[config.mk]
export PLATFORM = sky130hd
export DESIGN_NAME = vic_nested
export DESIGN_NICKNAME = d
export VERILOG_FILES = /design/src/rtl/vic_nested_pkg.sv /design/src/rtl/vic_prio_arbiter.sv /design/src/rtl/vic_nested.sv
export SDC_FILE = /design/constraint.sdc
export NUM_CORES = 1
export LEC_CHECK = 0
export CAP_MARGIN = 0
export CORE_MARGIN = 1
export CORE_UTILIZATION = 50
export DETAILED_ROUTE_END_ITERATION = 12
export HOLD_SLACK_MARGIN = 0.08
export PLACE_DENSITY = 0.71
export REMOVE_ABC_BUFFERS = 1
export SKIP_CTS_REPAIR_TIMING = 1
export SLEW_MARGIN = 20
export SYNTH_ARGS = -nofsm -noshare
export SYNTH_HDL_FRONTEND = slang
export SYNTH_SLANG_ARGS = --single-unit
[constraint.sdc]
create_clock -name clk -period 48.5 [get_ports clk]
set_input_delay 9.7 -clock clk [delete_from_list [all_inputs] [get_ports clk]]
set_output_delay 9.7 -clock clk [all_outputs]
set_load 0.01 [all_outputs]
[src/rtl/vic_nested_pkg.sv]
`default_nettype none
// +----------------------------------------------------------------------+
// | Module      : vic_nested_pkg                                         |
// | Description : Shared types and constants for the nested VIC          |
// | Revision    : 1.0 - initial release                                  |
// +----------------------------------------------------------------------+
package vic_nested_pkg;

  typedef enum logic [1:0] {
    S_IDLE = 2'd0,
    S_VEC  = 2'd1,
    S_RET  = 2'd2,
    S_WAIT = 2'd3
  } state_t;

  localparam logic [1:0] MODE_LEVEL = 2'b00;
  localparam logic [1:0] MODE_RISE  = 2'b01;
  localparam logic [1:0] MODE_FALL  = 2'b10;
  localparam logic [1:0] MODE_BOTH  = 2'b11;

  localparam int CTRL_ADDR   = 0;
  localparam int STATUS_ADDR = 1;
  localparam int SRC_BASE    = 2;

  // Edge event for one source given its detect mode; level mode never produces one.
  function automatic logic edge_hit(input logic [1:0] mode, input logic prev, input logic now);
    case (mode)
      MODE_RISE: edge_hit = !prev && now;
      MODE_FALL: edge_hit = prev && !now;
      MODE_BOTH: edge_hit = prev ^ now;
      default:   edge_hit = 1'b0;
    endcase
  endfunction

endpackage
`default_nettype wire

[src/rtl/vic_prio_arbiter.sv]
`default_nettype none
// +----------------------------------------------------------------------+
// | Module      : vic_prio_arbiter                                       |
// | Description : Highest-priority pick among masked requests; ties go   |
// |               to the lowest source index                             |
// | Revision    : 1.0 - initial release                                  |
// +----------------------------------------------------------------------+
module vic_prio_arbiter #(
  parameter int N_SRC  = 31,
  parameter int PRIO_W = 3,
  parameter int IDX_W  = (N_SRC > 1) ? $clog2(N_SRC) : 1
) (
  input  logic [N_SRC-1:0]        req,
  input  logic [N_SRC*PRIO_W-1:0] prio,
  output logic                    valid,
  output logic [IDX_W-1:0]        idx,
  output logic [PRIO_W-1:0]       best_prio
);

  // Linear scan; strict '>' keeps the earliest index on equal priority.
  always_comb begin
    valid     = 1'b0;
    idx       = '0;
    best_prio = '0;
    for (int i = 0; i < N_SRC; i++) begin
      if (req[i] && (!valid || (prio[i*PRIO_W +: PRIO_W] > best_prio))) begin
        valid     = 1'b1;
        idx       = IDX_W'(i);
        best_prio = prio[i*PRIO_W +: PRIO_W];
      end
    end
  end

endmodule
`default_nettype wire

[src/rtl/vic_nested.sv]
`default_nettype none
// +----------------------------------------------------------------------+
// | Module      : vic_nested                                             |
// | Description : Nested vectored interrupt controller with per-source   |
// |               priority, preemption and a {PC,CCodes,prio} save stack |
// | Revision    : 1.0 - initial release                                  |
// +----------------------------------------------------------------------+
module vic_nested
  import vic_nested_pkg::*;
#(
  parameter int          N_SRC      = 31,
  parameter int          PRIO_W     = 3,
  parameter int          NEST_DEPTH = 4,
  parameter logic [31:0] VEC_BASE   = 32'h0000_0100,
  parameter logic [31:0] VEC_STRIDE = 32'd4,
  parameter int          DATA_W     = 8,
  parameter int          ADDR_W     = 7
) (
  input  logic              clk,
  input  logic              rst,
  input  logic [31:0]       i_PC,
  input  logic [3:0]        i_CCodes,
  input  logic              i_NOT_FLUSH,
  input  logic              FlushPipeAndPC,
  input  logic              i_reti,
  input  logic [N_SRC-1:0]  i_ext,
  input  logic [ADDR_W-1:0] i_VIC_regaddr,
  input  logic [DATA_W-1:0] i_VIC_data,
  input  logic              i_VIC_we,
  output logic [DATA_W-1:0] o_VIC_data,
  output logic [31:0]       o_VIC_iaddr,
  output logic              o_VIC_ctrl,
  output logic [3:0]        o_CCodes,
  output logic              o_VIC_CCodes_ctrl
);

  localparam int IDX_W   = (N_SRC > 1) ? $clog2(N_SRC) : 1;
  localparam int DEPTH_W = $clog2(NEST_DEPTH + 1);
  localparam int PTR_W   = (NEST_DEPTH > 1) ? $clog2(NEST_DEPTH) : 1;

  logic                    global_en, err;
  logic [N_SRC-1:0]        src_en, ext_prev, edge_pend, edge_now, pend, req, src_hit;
  logic [1:0]              src_mode [N_SRC];
  logic [PRIO_W-1:0]       src_prio [N_SRC];
  logic [N_SRC*PRIO_W-1:0] prio_flat;
  logic [DEPTH_W-1:0]      depth;
  logic [PRIO_W-1:0]       cur_prio, cand_prio;
  logic [IDX_W-1:0]        cand_idx;
  logic                    cand_valid, accept, do_pop, reti_err, ctrl_we;
  logic [31:0]             stk_pc   [NEST_DEPTH];
  logic [3:0]              stk_cc   [NEST_DEPTH];
  logic [PRIO_W-1:0]       stk_prio [NEST_DEPTH];
  logic [PTR_W-1:0]        push_idx, pop_idx;
  state_t                  state, state_nx;
  logic                    unused_data;

  assign unused_data = ^i_VIC_data;
  assign ctrl_we     = i_VIC_we && (i_VIC_regaddr == ADDR_W'(CTRL_ADDR));
  assign push_idx    = PTR_W'(depth);
  assign pop_idx     = PTR_W'(depth - 1'b1);

  for (genvar g = 0; g < N_SRC; g++) begin : g_src
    assign prio_flat[g*PRIO_W +: PRIO_W] = src_prio[g];
    assign edge_now[g] = edge_hit(src_mode[g], ext_prev[g], i_ext[g]);
    assign pend[g]     = (src_mode[g] == MODE_LEVEL) ? i_ext[g] : (edge_pend[g] | edge_now[g]);
    assign req[g]      = src_en[g] && pend[g] && (src_prio[g] > cur_prio);
    assign src_hit[g]  = i_VIC_we && (i_VIC_regaddr == ADDR_W'(SRC_BASE + g));
  end

  vic_prio_arbiter #(
    .N_SRC  (N_SRC),
    .PRIO_W (PRIO_W),
    .IDX_W  (IDX_W)
  ) u_arb (
    .req       (req),
    .prio      (prio_flat),
    .valid     (cand_valid),
    .idx       (cand_idx),
    .best_prio (cand_prio)
  );

  // Next-state logic: reti takes precedence over a pending candidate.
  always_comb begin
    state_nx = state;
    accept   = 1'b0;
    do_pop   = 1'b0;
    reti_err = 1'b0;
    case (state)
      S_IDLE: begin
        if (i_reti) begin
          if (depth != '0) begin
            do_pop   = 1'b1;
            state_nx = S_RET;
          end else begin
            reti_err = 1'b1;
          end
        end else if (global_en && cand_valid && (depth < DEPTH_W'(NEST_DEPTH)) &&
                     i_NOT_FLUSH && !FlushPipeAndPC) begin
          accept   = 1'b1;
          state_nx = S_VEC;
        end
      end
      S_VEC, S_RET: state_nx = S_WAIT;
      S_WAIT:       if (i_NOT_FLUSH) state_nx = S_IDLE;
      default:      state_nx = S_IDLE;
    endcase
  end

  // FSM state register.
  always_ff @(posedge clk) begin
    if (rst) state <= S_IDLE;
    else     state <= state_nx;
  end

  // Config registers, edge capture, nesting depth and current priority.
  always_ff @(posedge clk) begin
    if (rst) begin
      global_en <= 1'b0;
      err       <= 1'b0;
      src_en    <= '0;
      ext_prev  <= '0;
      edge_pend <= '0;
      depth     <= '0;
      cur_prio  <= '0;
      for (int k = 0; k < N_SRC; k++) begin
        src_mode[k] <= MODE_LEVEL;
        src_prio[k] <= '0;
      end
    end else begin
      if (ctrl_we) begin
        global_en <= i_VIC_data[0];
        if (i_VIC_data[1]) err <= 1'b0;
      end
      if (reti_err) err <= 1'b1;
      ext_prev <= i_ext;
      for (int k = 0; k < N_SRC; k++) begin
        if (src_hit[k]) begin
          src_en[k]   <= i_VIC_data[0];
          src_mode[k] <= i_VIC_data[2:1];
          src_prio[k] <= i_VIC_data[PRIO_W+2:3];
        end
        if (src_mode[k] == MODE_LEVEL)
          edge_pend[k] <= 1'b0;
        else if (accept && (cand_idx == IDX_W'(k)))
          edge_pend[k] <= 1'b0;
        else
          edge_pend[k] <= edge_pend[k] | edge_now[k];
      end
      if (accept) begin
        depth    <= depth + 1'b1;
        cur_prio <= cand_prio;
      end else if (do_pop) begin
        depth    <= depth - 1'b1;
        cur_prio <= stk_prio[pop_idx];
      end
    end
  end

  // Save stack; contents are meaningful only below depth, so no reset needed.
  always_ff @(posedge clk) begin
    if (accept) begin
      stk_pc[push_idx]   <= i_PC;
      stk_cc[push_idx]   <= i_CCodes;
      stk_prio[push_idx] <= cur_prio;
    end
  end

  // Registered redirect outputs; strobes are high only for the VEC/RET cycle.
  always_ff @(posedge clk) begin
    if (rst) begin
      o_VIC_ctrl        <= 1'b0;
      o_VIC_CCodes_ctrl <= 1'b0;
      o_VIC_iaddr       <= '0;
      o_CCodes          <= '0;
    end else begin
      o_VIC_ctrl        <= accept | do_pop;
      o_VIC_CCodes_ctrl <= do_pop;
      if (accept) begin
        o_VIC_iaddr <= VEC_BASE + (32'(cand_idx) * VEC_STRIDE);
      end else if (do_pop) begin
        o_VIC_iaddr <= stk_pc[pop_idx];
        o_CCodes    <= stk_cc[pop_idx];
      end
    end
  end

  // Combinational register read-back.
  always_comb begin
    o_VIC_data = '0;
    if (i_VIC_regaddr == ADDR_W'(CTRL_ADDR))
      o_VIC_data = DATA_W'({err, global_en});
    else if (i_VIC_regaddr == ADDR_W'(STATUS_ADDR))
      o_VIC_data = DATA_W'({depth, cur_prio});
    for (int k = 0; k < N_SRC; k++) begin
      if (i_VIC_regaddr == ADDR_W'(SRC_BASE + k))
        o_VIC_data = DATA_W'({src_prio[k], src_mode[k], src_en[k]});
    end
  end

endmodule
`default_nettype wire

# ---- Word-level counts from Yosys, hierarchy flattened
# Memories as Yosys holds them, arrays and structs flattened. A register that Yosys moved wholly into a read port is not among the register bits.
# Index checks and enable logic that the tools add are counted.
dict set report totals {
  inputBits 88
  out_inout_bits 46
  memories 5
  word_cells 1214
  ramBits 311
  reg_bits 137
}
# memory words width rd rd_ports_with_merged_regs wr line_no
set memory_table {}
lappend memory_table {stk_pc 4 32 1 0 1 vic_nested.sv:50} ;# logic [31:0] stk_pc [NEST_DEPTH];
lappend memory_table {src_prio 31 3 31 0 31 vic_nested.sv:44} ;# logic [PRIO_W-1:0] src_prio [N_SRC];
lappend memory_table {src_mode 31 2 31 0 31 vic_nested.sv:43} ;# logic [1:0] src_mode [N_SRC];
lappend memory_table {stk_cc 4 4 1 1 1 vic_nested.sv:51} ;# logic [3:0] stk_cc [NEST_DEPTH];
lappend memory_table {stk_prio 4 3 1 0 1 vic_nested.sv:52} ;# logic [PRIO_W-1:0] stk_prio [NEST_DEPTH];
dict set report op_classes {
  magnitude_cmp 62
  n_mux 369
  n_addsub 3
  eq_ne 161
  bitwise_logic 126
  reduce_logical 417
}
# operator n
set ops {}
lappend ops {{2-to-1 mux 8 bit} 31}
lappend ops {{logical AND 1 bit} 221}
lappend ops {{2-to-1 mux 3 bit} 70}
lappend ops {{> comparator 3 bit} 61}
lappend ops {{2-to-1 mux 1 bit} 172}
lappend ops {{equality test 2 bit, second input constant} 64}
lappend ops {{equality test 7 x 5 -> 1 bit, second input constant} 16}
lappend ops {{OR 1 bit} 94}
lappend ops {{zero test 1 bit} 93}
lappend ops {{one-hot mux 1 bit (3 select lines)} 31}
lappend ops {{OR reduction 3 bit} 31}
lappend ops {{equality test 5 bit, second input constant} 15}
lappend ops {{2-to-1 mux 5 bit} 15}
lappend ops {{2-to-1 mux 2 bit} 37}
lappend ops {{equality test 2 x 1 -> 1 bit, second input constant} 32}
lappend ops {{zero test 2 bit} 32}
lappend ops {{2-to-1 mux 32 bit} 2}
lappend ops {{equality test 7 x 4 -> 1 bit, second input constant} 8}
lappend ops {{equality test 5 x 4 -> 1 bit, second input constant} 8}
lappend ops {{2-to-1 mux 4 bit} 8}
lappend ops {{bitwise XOR 1 bit} 31}
lappend ops {{logical OR 1 bit} 30}
lappend ops {{equality test 7 x 3 -> 1 bit, second input constant} 4}
lappend ops {{equality test 5 x 3 -> 1 bit, second input constant} 4}
lappend ops {{other kinds (21)} 28}

# ---- Depth between registers and ports, before layout
# Gate-level depths: netlist (run 1).
dict set report logic_depth {
  depth_word 137
  ltp_mapped 286
}

# ---- Hierarchy
# Synthesis (run 1) repeated with hierarchy kept, for this count alone.
dict set report unflattened {
  hier_cells 2810
  hier_area_um2 27664.0
}
# module area_each_um2 cells_per_inst n_inst
set modules_own_cells {}
lappend modules_own_cells {vic_nested 22781.8 2090 1}
lappend modules_own_cells {vic_prio_arbiter 4882.2 720 1}

# ---- Worst setup path after synthesis (run 1)
# Ideal clock, no wire load.
dict set report synth_path {
  path_type {input to register}
  start {input i_ext[0]}
  end {register edge_pend[12]}
  slack_ps -4233
  n_path_buf 4
  stages 250
  setup_time_ps 114
  arrival_time_ps 52618
  t_required_ps 48386
  path_cell_list {inv_1 > ha_1 > nor2b_1 > o311a_1 > and3_1 > buf_6 > nand2_1 > ha_1 > nor2b_1 > o21a_1 > o21ai_0 > a21oi_2 > a21o_1 > inv_1 > ha_1 > nor2b_1 > o21ai_0 > a32oi_1 > [... 214 more ...] > ha_1 > nor2b_1 > o21a_1 > o21ai_0 > a21oi_1 > nor2_1 > a221o_1 > ha_1 > a21o_1 > a21oi_1 > a31oi_1 > nor2_1 > nor2_1 > or4_1 > a211o_1 > nor2_1 > nor3_1 > a2111oi_0}
}
dict set report synth_between {
  elab_chain_len 137
  elab_cells_between_ends 230
  cone_classes {order compare: 30; eq/ne: 1; mux: 96; bitwise: 2; reduce/logical: 101}
}
# element line_no
set synth_rtl {}
lappend synth_rtl {{from (decl)} vic_nested.sv:26} ;# input logic [N_SRC-1:0] i_ext,
lappend synth_rtl {{zero test 1 bit} vic_nested_pkg.sv:29} ;# MODE_FALL: edge_hit = prev && !now;
lappend synth_rtl {{logical AND 1 bit} vic_nested_pkg.sv:29}
lappend synth_rtl {{one-hot mux 1 bit (3 select lines)} vic_nested_pkg.sv:27} ;# case (mode)
lappend synth_rtl {{OR 1 bit} vic_nested.sv:65} ;# assign pend[g] = (src_mode[g] == MODE_LEVEL) ? i_ext[g] : (edge_pend[g] | edge_now[g]);
lappend synth_rtl {{2-to-1 mux 1 bit (*)} vic_nested.sv:65}
lappend synth_rtl {{logical AND 1 bit (*) (2 in series)} vic_nested.sv:66} ;# assign req[g] = src_en[g] && pend[g] && (src_prio[g] > cur_prio);
lappend synth_rtl {{2-to-1 mux 3 bit or 2-to-1 mux 1 bit (tied branches)} vic_prio_arbiter.sv:26} ;# if (req[i] && (!valid || (prio[i*PRIO_W +: PRIO_W] > best_prio))) begin
lappend synth_rtl {{> comparator 3 bit or zero test 1 bit (tied branches)} vic_prio_arbiter.sv:26}
lappend synth_rtl {{[... 118 more ...]} -}
lappend synth_rtl {{2-to-1 mux 1 bit} vic_prio_arbiter.sv:26}
lappend synth_rtl {{logical AND 1 bit (3 in series)} vic_nested.sv:97} ;# end else if (global_en && cand_valid && (depth < DEPTH_W'(NEST_DEPTH)) &&
lappend synth_rtl {{logical AND 1 bit} vic_nested.sv:98} ;# i_NOT_FLUSH && !FlushPipeAndPC) begin
lappend synth_rtl {{2-to-1 mux 1 bit} vic_nested.sv:97}
lappend synth_rtl {{2-to-1 mux 1 bit} vic_nested.sv:90} ;# if (i_reti) begin
lappend synth_rtl {{2-to-1 mux 1 bit} vic_nested.sv:88} ;# case (state)
lappend synth_rtl {{logical AND 1 bit (*)} vic_nested.sv:144} ;# else if (accept && (cand_idx == IDX_W'(k)))
lappend synth_rtl {{OR reduction 3 bit (no source line) (*)} -}
lappend synth_rtl {{to (signal, indexed assignment)} vic_nested.sv:147} ;# edge_pend[k] <= edge_pend[k] | edge_now[k];
lappend synth_rtl {{to (decl)} vic_nested.sv:42} ;# logic [N_SRC-1:0] src_en, ext_prev, edge_pend, edge_now, pend, req, src_hit;
# Mark *: on every way between the ends. The rest lies on a longest branch, timed or not.
# A chain may end at the register's enable or synchronous reset.

# ---- Final worst setup path (run 1)
dict set report layout_path {
  start {input i_ext[0]}
  end {register edge_pend[15]}
}
# Same word-level chain as after synthesis.

==> reports/qor.yml, run 1 <==
outcome: "complete, but fails checks"
failed_checks: "negative setup slack"
synthCells: 2628
avgSynthCellArea_sq_um: 10.1
regArea_sq_mm: 0.0122
p_seq_share_pct: 42.9
grt_pass1_wl_microns: 132000
leakage_nw: 13.2
path_clk_slew_ps: 60
antenna_left: 0
switching_share_pct: 28.7
tns_ps: -111230
wl_microns: 90700
coreArea_sq_mm: 0.0526
cp.required_ps: 49020
place_congestion: 0.986
drv_slew: 0
clock_latency_ps: 630
drc: 0
place.detailed.hpwl_microns: 62500
drt_iter0_drc: 2407
crit_path_start_kind: "input pin"
power_frac_comb_pct: 19.2
cts_tree: "built"
utilization_pct: 65.7
initial_core_util_pct: 50.6
die_y_microns: 233
multiInputGateArea_sq_mm: 0.0152
worst_pin_slew_ps: 1150
design_area_sq_mm: 0.0345
ir_worst_vdd_v: 0.0000341
rows: 84
yosys_warnings: 0
hold_ws_ps: 465
cpMaxStageDelayCell: "or4_4"
rsz0062_at_grt: "true"
first_pass_iters: 7
numCtsBuffers: 50
synth_top_flop_cell: "edfxtp_1"
worst_path_largest_cell_delay_ps: 530
worstHoldPathType: "flop to flop"
slew_headroom_pct: 22.6
syn2layout_area_growth_pct: 29.8
fin_nets: 3360
synth_cell_type_count: 113
place.port_buffers: 129
grt_pass1_vias: 22800
grt_overflow_total: 0
wire_per_inst_microns: 24.0
dp_cells: 3623
drive_gt1_share_pct: 25.7
vias: 23700
max-clock-path-buffers: 3
cts_root_buffer: "clkbuf_16"
fp.dieArea_sq_mm: 0.0541
cp.arrival_ps: 52200
io_pins: 134
drv_cap: 0
critPathKind: "input pin to flop"
antenna_found_initial: 0
synthArstFlopShare_pct: 0
hold_viol: 0
grtUsageTotal_pct: 32.2
synth-edff-count: 311
antenna_cells: 0
die_w_microns: 233
fmax_ghz: 0.0193
power_density_mw_per_mm2: 30.8
pwr-share-clk_pct: 38.0
grt_max_degree: 69
skew_ps: 27.3
intPower_mw: 0.757
endpoint_kind: "flop"
place_area_sq_mm: 0.0304
cp_common_cell: "a21oi_2"
period_needed_ps: 51680
numClockSinks: 452
setup_slack_ps: -3180
finalNonFillerCells: 3771
post-layout-total-power_mw: 1.06
p_sw_mw: 0.305
vias_per_cell: 6.27
setup_viol: 39
cts_max_level: 2
place_ws_ps: -6720
min_period_over_period_pct: 107
n_fill_cell: 4036
seq_area_frac_synth_pct: 45.7
ys_ff_latch: 452
cp_max_fo: 6
syn_area_sq_mm: 0.0266
## critical path, delay by kind of cell
kind | cells | cell delay (ps)
AO/OA/AOI/OAI | 131 | 20950
adder cells (fa/ha/maj) | 33 | 8030
buffers and inverters | 33 | 3970
multiplexers | 7 | 2200
AND/OR/NAND/NOR | 62 | 7320
## power groups by stage
stage          Clock, mW  Combinational [mW]  Sequential, mW
3_5_place_dp           0               0.185           0.461
6_report           0.403               0.204           0.455
5_1_grt            0.421               0.222           0.457
2_1_floorplan          0               0.107           0.459
3_3_place_gp           0               0.177           0.459
4_1_cts            0.406               0.187           0.453
## synthesized netlist by cell type (9+ instances only)
cell type  number  area, sq um
a221oi_1       11         96.3
a21o_1         27          203
or3_1          14         87.6
o211ai_1       18          135
o21ai_0        69          345
or2_2          17          106
nor3_1         38          190
a31oi_1        24          150
edfxtp_1      311         9340
o21a_1         34          255
nor2_1        293         1100
mux2_2         17          191
a2111oi_0      33          289
dfxtp_1       141         2820
ha_1          230         2880
nand2_1       259          972
nand2b_1       20          125
mux2i_1        32          320
a211oi_1       28          210
a222oi_1       13          130
nor2b_1        42          263
mux4_2         44          991
inv_1         193          724
and2_1         17          106
and3_1         11         68.8
a21oi_1       197          986
a22oi_1        39          293
o2111ai_1      11         96.3
clkbuf_1       72          270
a22o_1          9         78.8
nand4_1        17          106
nand3_1       118          591
a211o_1         9         78.8
## final timing paths
| kind | slack [ps] | cells past startpoint | startpoint | endpoint |
|---|---|---|---|---|
| hold / removal | 470 | 2 | o_CCodes[1] | o_CCodes[1] |
| setup / recovery | -3180 | 266 | i_ext[0] | edge_pend[15] |
| setup reg to reg | 5260 | 260 | cur_prio[1] | edge_pend[15] |
| hold reg to reg | 470 | 2 | o_CCodes[1] | o_CCodes[1] |
## logic make-up after synthesis
| group | share of synthesized area [%] |
|---|---|
| and+or+nand+nor | 15.9 |
| AOI/OAI and AO/OA | 17.4 |
| DFF | 45.7 |
| buffers and inverters | 4.20 |
| adders and majority gates | 10.9 |
| muxes | 5.75 |
| xor gates and xnor gates | 0.0659 |
| other | 0.0141 |
## cells in the final DEF, fill, tap and decap left out, types with 44 or more instances in the layout
master,count
a21oi_1,139
a21oi_2,44
buf_4,299
clkbuf_16,50
clkdlybuf4s50_1,124
dfxtp_1,139
edfxtp_1,311
ha_1,193
inv_1,175
mux4_2,44
nand2_1,244
nand3_1,117
nor2_1,272
o21ai_0,44
## sequential cells by signal, summed over array words and instances, names as in the netlist, 3 cells and up
name / flops
o_VIC_iaddr: 32
src_prio: 93
stk_pc: 128
stk_prio: 12
cur_prio: 3
depth: 3
stk_cc: 16
src_mode: 62
ext_prev: 31
o_CCodes: 4
edge_pend: 31
src_en: 31
## per-layer routing
metal / GRT usage (%) / share of wire [%] / routed length (microns) / vias up
met5: 0 / 0 / 0 / -
met4: 14.5 / 5.0 / 4500 / 0
met3: 6.20 / 8.9 / 8070 / 286
met2: 52.7 / 47 / 42400 / 1143
met1: 41.3 / 39 / 35700 / 11600
li1: - / - / - / 10700
## layout make-up
| class | instances | area share, % |
|---|---|---|
| flip-flops and latches | 452 | 35.3 |
| clock buffers | 58 | 3.71 |
| repair buffers | 452 | 11.1 |
| clock inverters | 35 | 1.30 |
| well taps | 688 | 2.49 |
| inverters | 196 | 2.14 |
| multi-input cells | 1890 | 44.0 |
No activity file was read; power rests on OpenSTA's default activity.
==> run 2, diff against run 1 <==
--- a/config.mk
+++ b/config.mk
@@ -5,7 +5,6 @@
 export SDC_FILE = /design/constraint.sdc
 export NUM_CORES = 1
 export LEC_CHECK = 0
-export CAP_MARGIN = 0
 export CORE_MARGIN = 1
 export CORE_UTILIZATION = 50
 export DETAILED_ROUTE_END_ITERATION = 12
==> results of run 2 <==
Same layout as run 1: the final DEF is identical, and so are final timing and power.
